### src/rtl/multicycle_controller_pkg.sv
// Shared definitions for the multicycle RV32 controller: state encoding,
// opcode constants, immediate-format and ALU operation codes.
package multicycle_controller_pkg;

  typedef enum logic [3:0] {
    S_FETCH    = 4'd0,
    S_DECODE   = 4'd1,
    S_MEMADR   = 4'd2,
    S_MEMREAD  = 4'd3,
    S_MEMWB    = 4'd4,
    S_MEMWRITE = 4'd5,
    S_EXECUTER = 4'd6,
    S_EXECUTEI = 4'd7,
    S_ALUWB    = 4'd8,
    S_JAL      = 4'd9,
    S_BRANCH   = 4'd10,
    S_LUI      = 4'd11
  } state_t;

  // Coarse ALU request from the FSM; the decoder refines FUNCT using funct3/funct7.
  typedef enum logic [1:0] {
    ALUOP_ADD   = 2'b00,
    ALUOP_SUB   = 2'b01,
    ALUOP_FUNCT = 2'b10
  } aluop_t;

  localparam logic [6:0] OP_LOAD   = 7'b0000011;
  localparam logic [6:0] OP_STORE  = 7'b0100011;
  localparam logic [6:0] OP_RTYPE  = 7'b0110011;
  localparam logic [6:0] OP_ITYPE  = 7'b0010011;
  localparam logic [6:0] OP_JAL    = 7'b1101111;
  localparam logic [6:0] OP_BRANCH = 7'b1100011;
  localparam logic [6:0] OP_LUI    = 7'b0110111;

  localparam logic [2:0] IMM_I = 3'b000;
  localparam logic [2:0] IMM_S = 3'b001;
  localparam logic [2:0] IMM_B = 3'b010;
  localparam logic [2:0] IMM_J = 3'b011;
  localparam logic [2:0] IMM_U = 3'b100;

  localparam logic [2:0] ALU_ADD = 3'b000;
  localparam logic [2:0] ALU_SUB = 3'b001;
  localparam logic [2:0] ALU_AND = 3'b010;
  localparam logic [2:0] ALU_OR  = 3'b011;
  localparam logic [2:0] ALU_SLT = 3'b101;

  function automatic logic [2:0] imm_sel(input logic [6:0] opcode);
    case (opcode)
      OP_LOAD, OP_ITYPE: imm_sel = IMM_I;
      OP_STORE:          imm_sel = IMM_S;
      OP_BRANCH:         imm_sel = IMM_B;
      OP_JAL:            imm_sel = IMM_J;
      OP_LUI:            imm_sel = IMM_U;
      default:           imm_sel = IMM_I;
    endcase
  endfunction

endpackage

### src/rtl/alu_decoder.sv
// Maps the FSM's coarse ALU request plus instruction funct fields to an
// alucontrol code.
module alu_decoder
  import multicycle_controller_pkg::*;
(
  input  aluop_t     aluop,
  input  logic [2:0] funct3,
  input  logic       op5,
  input  logic       funct7b5,
  output logic [2:0] alucontrol
);

  // Subtract only for R-type (op5 set) with funct7b5; addi never subtracts.
  always_comb begin
    alucontrol = ALU_ADD;
    case (aluop)
      ALUOP_ADD: alucontrol = ALU_ADD;
      ALUOP_SUB: alucontrol = ALU_SUB;
      ALUOP_FUNCT: begin
        case (funct3)
          3'b000: begin
            if (op5 && funct7b5) alucontrol = ALU_SUB;
            else                 alucontrol = ALU_ADD;
          end
          3'b010:  alucontrol = ALU_SLT;
          3'b110:  alucontrol = ALU_OR;
          3'b111:  alucontrol = ALU_AND;
          default: alucontrol = ALU_ADD;
        endcase
      end
      default: alucontrol = ALU_ADD;
    endcase
  end

endmodule

### src/rtl/multicycle_controller.sv
// Main FSM of a multicycle RV32 subset datapath: sequences fetch, decode,
// memory, execute and writeback steps and drives every datapath control.
module multicycle_controller
  import multicycle_controller_pkg::*;
(
  input  logic       clk,
  input  logic       rst_n,
  input  logic [6:0] op,
  input  logic [2:0] funct3,
  input  logic       funct7b5,
  input  logic       zero,
  output logic [2:0] immsrc,
  output logic       pcwrite,
  output logic       adrsrc,
  output logic       memwrite,
  output logic       irwrite,
  output logic       regwrite,
  output logic [1:0] resultsrc,
  output logic [1:0] alusrca,
  output logic [1:0] alusrcb,
  output logic [2:0] alucontrol
);

  state_t state_q, state_d;
  aluop_t aluop_s;

  // State register; reset parks the machine in FETCH.
  always_ff @(posedge clk or negedge rst_n) begin
    if (!rst_n) state_q <= S_FETCH;
    else        state_q <= state_d;
  end

  // Next-state and Moore-style control decode.
  always_comb begin
    state_d   = S_FETCH;
    pcwrite   = 1'b0;
    adrsrc    = 1'b0;
    memwrite  = 1'b0;
    irwrite   = 1'b0;
    regwrite  = 1'b0;
    resultsrc = 2'b00;
    alusrca   = 2'b00;
    alusrcb   = 2'b00;
    aluop_s   = ALUOP_ADD;
    case (state_q)
      S_FETCH: begin
        state_d   = S_DECODE;
        irwrite   = 1'b1;
        alusrcb   = 2'b10;
        resultsrc = 2'b10;
        pcwrite   = 1'b1;
      end
      S_DECODE: begin
        alusrca = 2'b01;
        alusrcb = 2'b01;
        case (op)
          OP_LOAD, OP_STORE: state_d = S_MEMADR;
          OP_RTYPE:          state_d = S_EXECUTER;
          OP_ITYPE:          state_d = S_EXECUTEI;
          OP_JAL:            state_d = S_JAL;
          OP_BRANCH:         state_d = S_BRANCH;
          OP_LUI:            state_d = S_LUI;
          default:           state_d = S_FETCH;
        endcase
      end
      S_MEMADR: begin
        alusrca = 2'b10;
        alusrcb = 2'b01;
        if (op == OP_STORE) state_d = S_MEMWRITE;
        else                state_d = S_MEMREAD;
      end
      S_MEMREAD: begin
        state_d = S_MEMWB;
        adrsrc  = 1'b1;
      end
      S_MEMWB: begin
        state_d   = S_FETCH;
        resultsrc = 2'b01;
        regwrite  = 1'b1;
      end
      S_MEMWRITE: begin
        state_d  = S_FETCH;
        adrsrc   = 1'b1;
        memwrite = 1'b1;
      end
      S_EXECUTER: begin
        state_d = S_ALUWB;
        alusrca = 2'b10;
        aluop_s = ALUOP_FUNCT;
      end
      S_EXECUTEI: begin
        state_d = S_ALUWB;
        alusrca = 2'b10;
        alusrcb = 2'b01;
        aluop_s = ALUOP_FUNCT;
      end
      S_ALUWB: begin
        state_d  = S_FETCH;
        regwrite = 1'b1;
      end
      S_JAL: begin
        state_d = S_ALUWB;
        alusrca = 2'b01;
        alusrcb = 2'b10;
        pcwrite = 1'b1;
      end
      S_BRANCH: begin
        state_d = S_FETCH;
        alusrca = 2'b10;
        aluop_s = ALUOP_SUB;
        // Only beq/bne are supported; other branch funct3 never redirects.
        case (funct3)
          3'b000:  pcwrite = zero;
          3'b001:  pcwrite = ~zero;
          default: pcwrite = 1'b0;
        endcase
      end
      S_LUI: begin
        state_d = S_ALUWB;
        alusrca = 2'b11;
        alusrcb = 2'b01;
      end
      default: state_d = S_FETCH;
    endcase
  end

  // The extender format follows the live opcode regardless of state.
  always_comb begin
    immsrc = imm_sel(op);
  end

  alu_decoder u_alu_decoder (
    .aluop      (aluop_s),
    .funct3     (funct3),
    .op5        (op[5]),
    .funct7b5   (funct7b5),
    .alucontrol (alucontrol)
  );

endmodule

### config.mk
export PLATFORM = sky130hd
export DESIGN_NAME = multicycle_controller
export DESIGN_NICKNAME = d
export VERILOG_FILES = /design/src/rtl/multicycle_controller_pkg.sv /design/src/rtl/alu_decoder.sv /design/src/rtl/multicycle_controller.sv
export SDC_FILE = /design/constraint.sdc
export NUM_CORES = 1
export LEC_CHECK = 0
export ABC_AREA = 1
export ABC_CLOCK_PERIOD_IN_PS = 1600
export BUFFER_PORTS_ARGS = -buffer_cell sky130_fd_sc_hd__buf_2
export CAP_MARGIN = 30
export CELL_PAD_IN_SITES_DETAIL_PLACEMENT = 1
export CELL_PAD_IN_SITES_GLOBAL_PLACEMENT = 1
export CORE_AREA = 2 2 50 52
export DETAILED_ROUTE_END_ITERATION = 10
export DIE_AREA = 0 0 52 54
export GPL_TIMING_DRIVEN = 0
export PLACE_DENSITY = 0.71
export SYNTH_ARGS = -nofsm -noshare
export SYNTH_HDL_FRONTEND = slang
export SYNTH_HIERARCHICAL = 1
export SYNTH_SLANG_ARGS = --single-unit
### constraint.sdc
create_clock -name clk -period 1.6 [get_ports clk]
set_clock_uncertainty 0.2 [all_clocks]
set_input_delay 0 -clock clk [delete_from_list [all_inputs] [get_ports clk]]
set_output_delay 0 -clock clk [all_outputs]
set_load 0.01 [all_outputs]
-- After elaboration in Yosys (flattened, before gate mapping)
Index checks and enable logic that the tools add are counted.
- bits in registers: 4
- logic and storage cells: 55
- bits of input ports: 14
- output and inout bits: 17
- eq/ne operators: 24
- reductions and logical operators: 12
- bitwise logic cells: 1
- mux-type cells: 17
- operators by type and width (cell ; count):
    3-bit case mux with 4 select lines ; 2
    4-bit case mux with 6 select lines ; 1
    7-bit by 6-bit == test with 1-bit output (second input constant) ; 3
    4-bit case mux with 5 select lines ; 1
    4-bit by 3-bit == test with 1-bit output (second input constant) ; 4
    4-bit == test (second input constant) ; 4
    7-bit == test (second input constant) ; 2
    2-bit case mux with 2 select lines ; 3
    2-bit OR reduction ; 6
    4-bit OR reduction ; 3
    4-bit by 2-bit == test with 1-bit output (second input constant) ; 2
    7-bit by 2-bit == test with 1-bit output (second input constant) ; 1
    7-bit by 5-bit == test with 1-bit output (second input constant) ; 1
    3-bit == test (second input constant) ; 2
    2-bit case mux with 3 select lines ; 1
    3-bit case mux with 2 select lines ; 1
    1-bit 2-to-1 mux ; 5
    4-bit by 1-bit == test with 1-bit output (second input constant) ; 1
    4-bit zero test ; 1
    1-bit case mux with 2 select lines ; 2
    3-bit by 1-bit == test with 1-bit output (second input constant) ; 1
    3-bit by 2-bit == test with 1-bit output (second input constant) ; 1
    3-bit zero test ; 1
    3-bit 2-to-1 mux ; 1
    other kinds (4) ; 4

-- Depth between registers and ports, before layout
- word-level depth: 5
- mapped depth: 9
- gate-level depth less buffers: 9

-- By module
The synthesis kept the hierarchy.
- by module, submodules not included (module ; cells each ; seq. area each (um2) ; instances ; area an instance (um2)):
    multicycle_controller ; 87 ; 100.1 ; 1 ; 485.5
    alu_decoder ; 17 ; 0.0 ; 1 ; 91.3

-- Least setup slack after synthesis
OpenSTA, ideal clock, no wires.
- path kind: register to output
- start point: reg state_q[2]
- end point: out alucontrol[2]
- buffers on the path: 0
- setup slack: 0.005 ns
- stages on the path, launching flop included: 9
- data arrival time: 1.395 ns
- required time: 1.400 ns
- path through: dfrtp_1 -> inv_2 -> nand2_1 -> nor2_2 -> inv_1 -> ha_1 -> inv_1 -> nand4_1 -> nor2_1
- word-level cells in the longest chain between the ends: 5
- elaborated cells between the ends (all ways): 8
- those cells by class: eq/ne: 5; mux: 2; reduce/logical: 1
- RTL lines (what ; line ; text):
    start, declared ; multicycle_controller.sv:24 ; state_t state_q, state_d;
    start signal, assigned ; multicycle_controller.sv:30 ; else state_q <= state_d;
    4-bit by 3-bit == test with 1-bit output ; multicycle_controller.sv:45 ; case (state_q)
    2-bit OR reduction (no source line) ; -- ;
    2-bit case mux with 2 select lines (*) ; multicycle_controller.sv:45 ;
    net aluop_s[0] ; multicycle_controller.sv:25 ; aluop_t aluop_s;
    2-bit == test / 2-bit by 1-bit == test with 1-bit output (equally long branches) ; alu_decoder.sv:16 ; case (aluop)
    3-bit case mux with 2 select lines (*) ; alu_decoder.sv:16 ;
    end, declared ; multicycle_controller.sv:21 ; output logic [2:0] alucontrol
The timed path passes the listed nets; every way through them passes the cells marked *.

-- Worst setup path in the final report
Same ends and word-level chain as after synthesis.

==> flow_summary.toml <==
[synth]
netlist_area_um2 = 577
synth_cell_type_count = 20
yosys_most_used_dff = "dfrtp_1"
synth_cells = 104
synth_warnings = 6
post_synth_main_area_contributors = "dfrtp_1 (17%), nand2_1 (17%), nor2_1 (12%), inv_1 (12%), nand3_1 (7.8%)"
postSynthAreaPerCell_um2 = 5.55
ys_async_rst_share = 1.00
synth.largest_area_cell = "dfrtp_1"
postSynthRegisterBits = 4
synth-edff-count = 0
most_repeated_cell_in_the_gate_level_netlist_after_synthesis = "nand2_1"
synth_commonest_cells = "nand2_1 (26), nor2_1 (19), inv_1 (18)"
ys_seq_area_frac = 0.174
synth.net_count = 120
synthDominantCellAreaShare = 0.174

[clocking]
cts_max_path_buffers = 2
cts.reportedPaths.clkPinSlew_ps = 40
clock_sinks = 4
cts_tree = "done"
clock_tree.root_cell = "clkbuf_4"
worst_skew_pair.late_latency_ps = 230
numCtsBuffers = 3
cts.htree.levels = 1

[timing]
rsz0062_at_grt = "true"
timing_worst_slew_pin_value_ps = 238
hold_violations = 0
min_hold_slack_ps = 10.2
final-max-slew-violation-count = 0
timing.final.crit_share = 1.14
maxSlewHeadroom = 0.841
fmaxAchievable_mhz = 547
final.min_clock_period_ps = 1830
post-route-worst-setup-slack_ps = -228
finalSetupTns_ps = -726
setup_violations = 6

[floorplanning]
full_die_area_um2 = 2810
std_cell_rows = 18
die-height_um = 54
floorplan.core_area_um2 = 2320
design.portCount = 31
die-width_um = 52
effective_utilization_at_floorplan = 0.249

[power]
switching_share = 0.451
net-switching-power_w = 0.000507
power_frac_seq = 0.142
clock_power_share = 0.106
powerDensity_nw_per_um2 = 1070
internal_power_w = 0.000618
peakVddDrop_mv = 0.492
combPwrFrac = 0.752
power.leakage_nw = 0.605

[finish]
area_growth_syn_to_layout_pct = 82.2
reg_top3 = "state_q x4"
nNetsFinal = 176
registers.top_by_ff_count = "state_q"
multi_input_comb_area_um2 = 450
num_antenna_cells = 0
area.sequential_um2 = 104
largest_register_ffs = 4
nFillCells = 318
final_core_util = 0.453
post_route_cells_drive_above_1_share = 0.506

[critical_path]
reg2reg_setup_slack_ps = 170
timing_worst_setup_path_type = "flip-flop to output port"
crit_path_max_fanout = 3
timing.critical_path.from_type = "flip-flop"
timing.critical_path.to_type = "output port"
cp.required_ps = 1400
cp_data_arrival_time_ps = 1630

[run]
cap_violations = 0

[route]
detail_route.drc_violations = 0
route.detailed.vias_per_inst = 4.35
wl_per_cell_um = 11.1
postRouteAntennaNets = 0
detail_route.iter0.violations = 9
num_vias = 818
wl_um = 2090
drt_first_pass_iters = 4

[global_route]
first_global_vias = 770
groute.usage.overall = 0.134
grt_max_degree = 6
grt_antenna_before_repair = 0
grt_overflow_total = 0
grt_pass1_wl_um = 2900

[placed_design]
gpl.final_weighted_congestion = 0.833
portBuffers = 30
post-dp-hpwl_um = 1360

[hold_path]
min-delay-path-class = "input pin to flip-flop"

[outcome]
status = "complete, but fails checks"
failed_checks = "setup timing"
-- power groups by stage --
| stage | registers [W] | logic (W) | clock network (W) |
|---|---|---|---|
| after floorplan | 0.000154 | 0.000370 | 0 |
| final | 0.000160 | 0.000846 | 0.000120 |
| after global routing | 0.000161 | 0.000916 | 0.000131 |
| after detailed placement | 0.000162 | 0.000549 | 0 |
| after CTS | 0.000152 | 0.000653 | 0.000124 |
| after global placement | 0.000161 | 0.000545 | 0 |
-- area by class of cell --
cell class / instances / share of cell area
flip-flops and latches: 4 / 0.0988
multi-input cells: 77 / 0.429
clock buffers: 3 / 0.0214
well taps: 30 / 0.0357
plain buffers: 1 / 0.00714
repair buffers: 51 / 0.330
inverters: 22 / 0.0786
-- stage by stage --
step,setup slack (ps),power (W),std cells,cell area (µm²)
after floorplan,4.58,0.000524,104,577
after global routing,-319,0.00121,188,1050
after global placement,-193,0.000706,164,764
after detailed placement,-232,0.000712,164,764
after CTS,-211,0.000928,179,922
final,-228,0.00113,188,1050
-- routing by layer --
| layer | up-vias | share of wire | GRT usage |
|---|---|---|---|
| li1 | 426 | - | - |
| met1 | 363 | 0.40 | 0.143 |
| met2 | 27 | 0.54 | 0.272 |
| met3 | 2 | 0.046 | 0.0111 |
| met4 | 0 | 0.0081 | 0.0439 |
| met5 | - | 0 | 0 |
-- final timing paths --
check                                 from       endpoint  depth (start not counted)
worst max-delay path            state_q[2]  alucontrol[2]                          9
worst min-delay path                 op[3]     state_q[1]                          6
worst max register to register  state_q[1]     state_q[3]                          6
worst min register to register  state_q[3]     state_q[0]                          3
max in group asynchronous            rst_n     state_q[3]                          3
min in group asynchronous            rst_n     state_q[0]                          3
-- what timing repair did --
item / 4_1_cts / 5_1_grt
endpoints found under the setup margin: 3 / 7
buffers inserted: 8 / 12
hold buffers: 4 / 0
endpoints found under the hold margin: 6 / 0
pin swaps: 6 / 9
resized for setup: 12 / 20
-- placed cells by master, fill, tap and decap left out, types with 4 or more instances in the layout --
| master | n |
|---|---|
| buf_2 | 29 |
| buf_4 | 12 |
| buf_6 | 7 |
| dlygate4sd3_1 | 4 |
| inv_1 | 14 |
| inv_2 | 8 |
| nand2_1 | 23 |
| nand2_2 | 4 |
| nand3_1 | 9 |
| nor2_1 | 14 |
| nor2_2 | 4 |
| nor2_4 | 6 |
-- critical path, stage by stage (launching register included) --
cell and delay [ps]:
dfrtp_1 420, inv_2 100, nand2_2 60, nor2_2 140, inv_2 60, ha_4 250, inv_2 50, nand4_1 90
nor2_1 100, buf_2 130
-- cells by family after synthesis --
family / synth area share
buffers and inverters: 0.156
xor gates and xnor gates: 0.0152
AOI/OAI and AO/OA: 0.0499
and+or+nand+nor: 0.562
DFF: 0.174
adders and majority gates: 0.0434
Power figures use the tool's default switching activity.
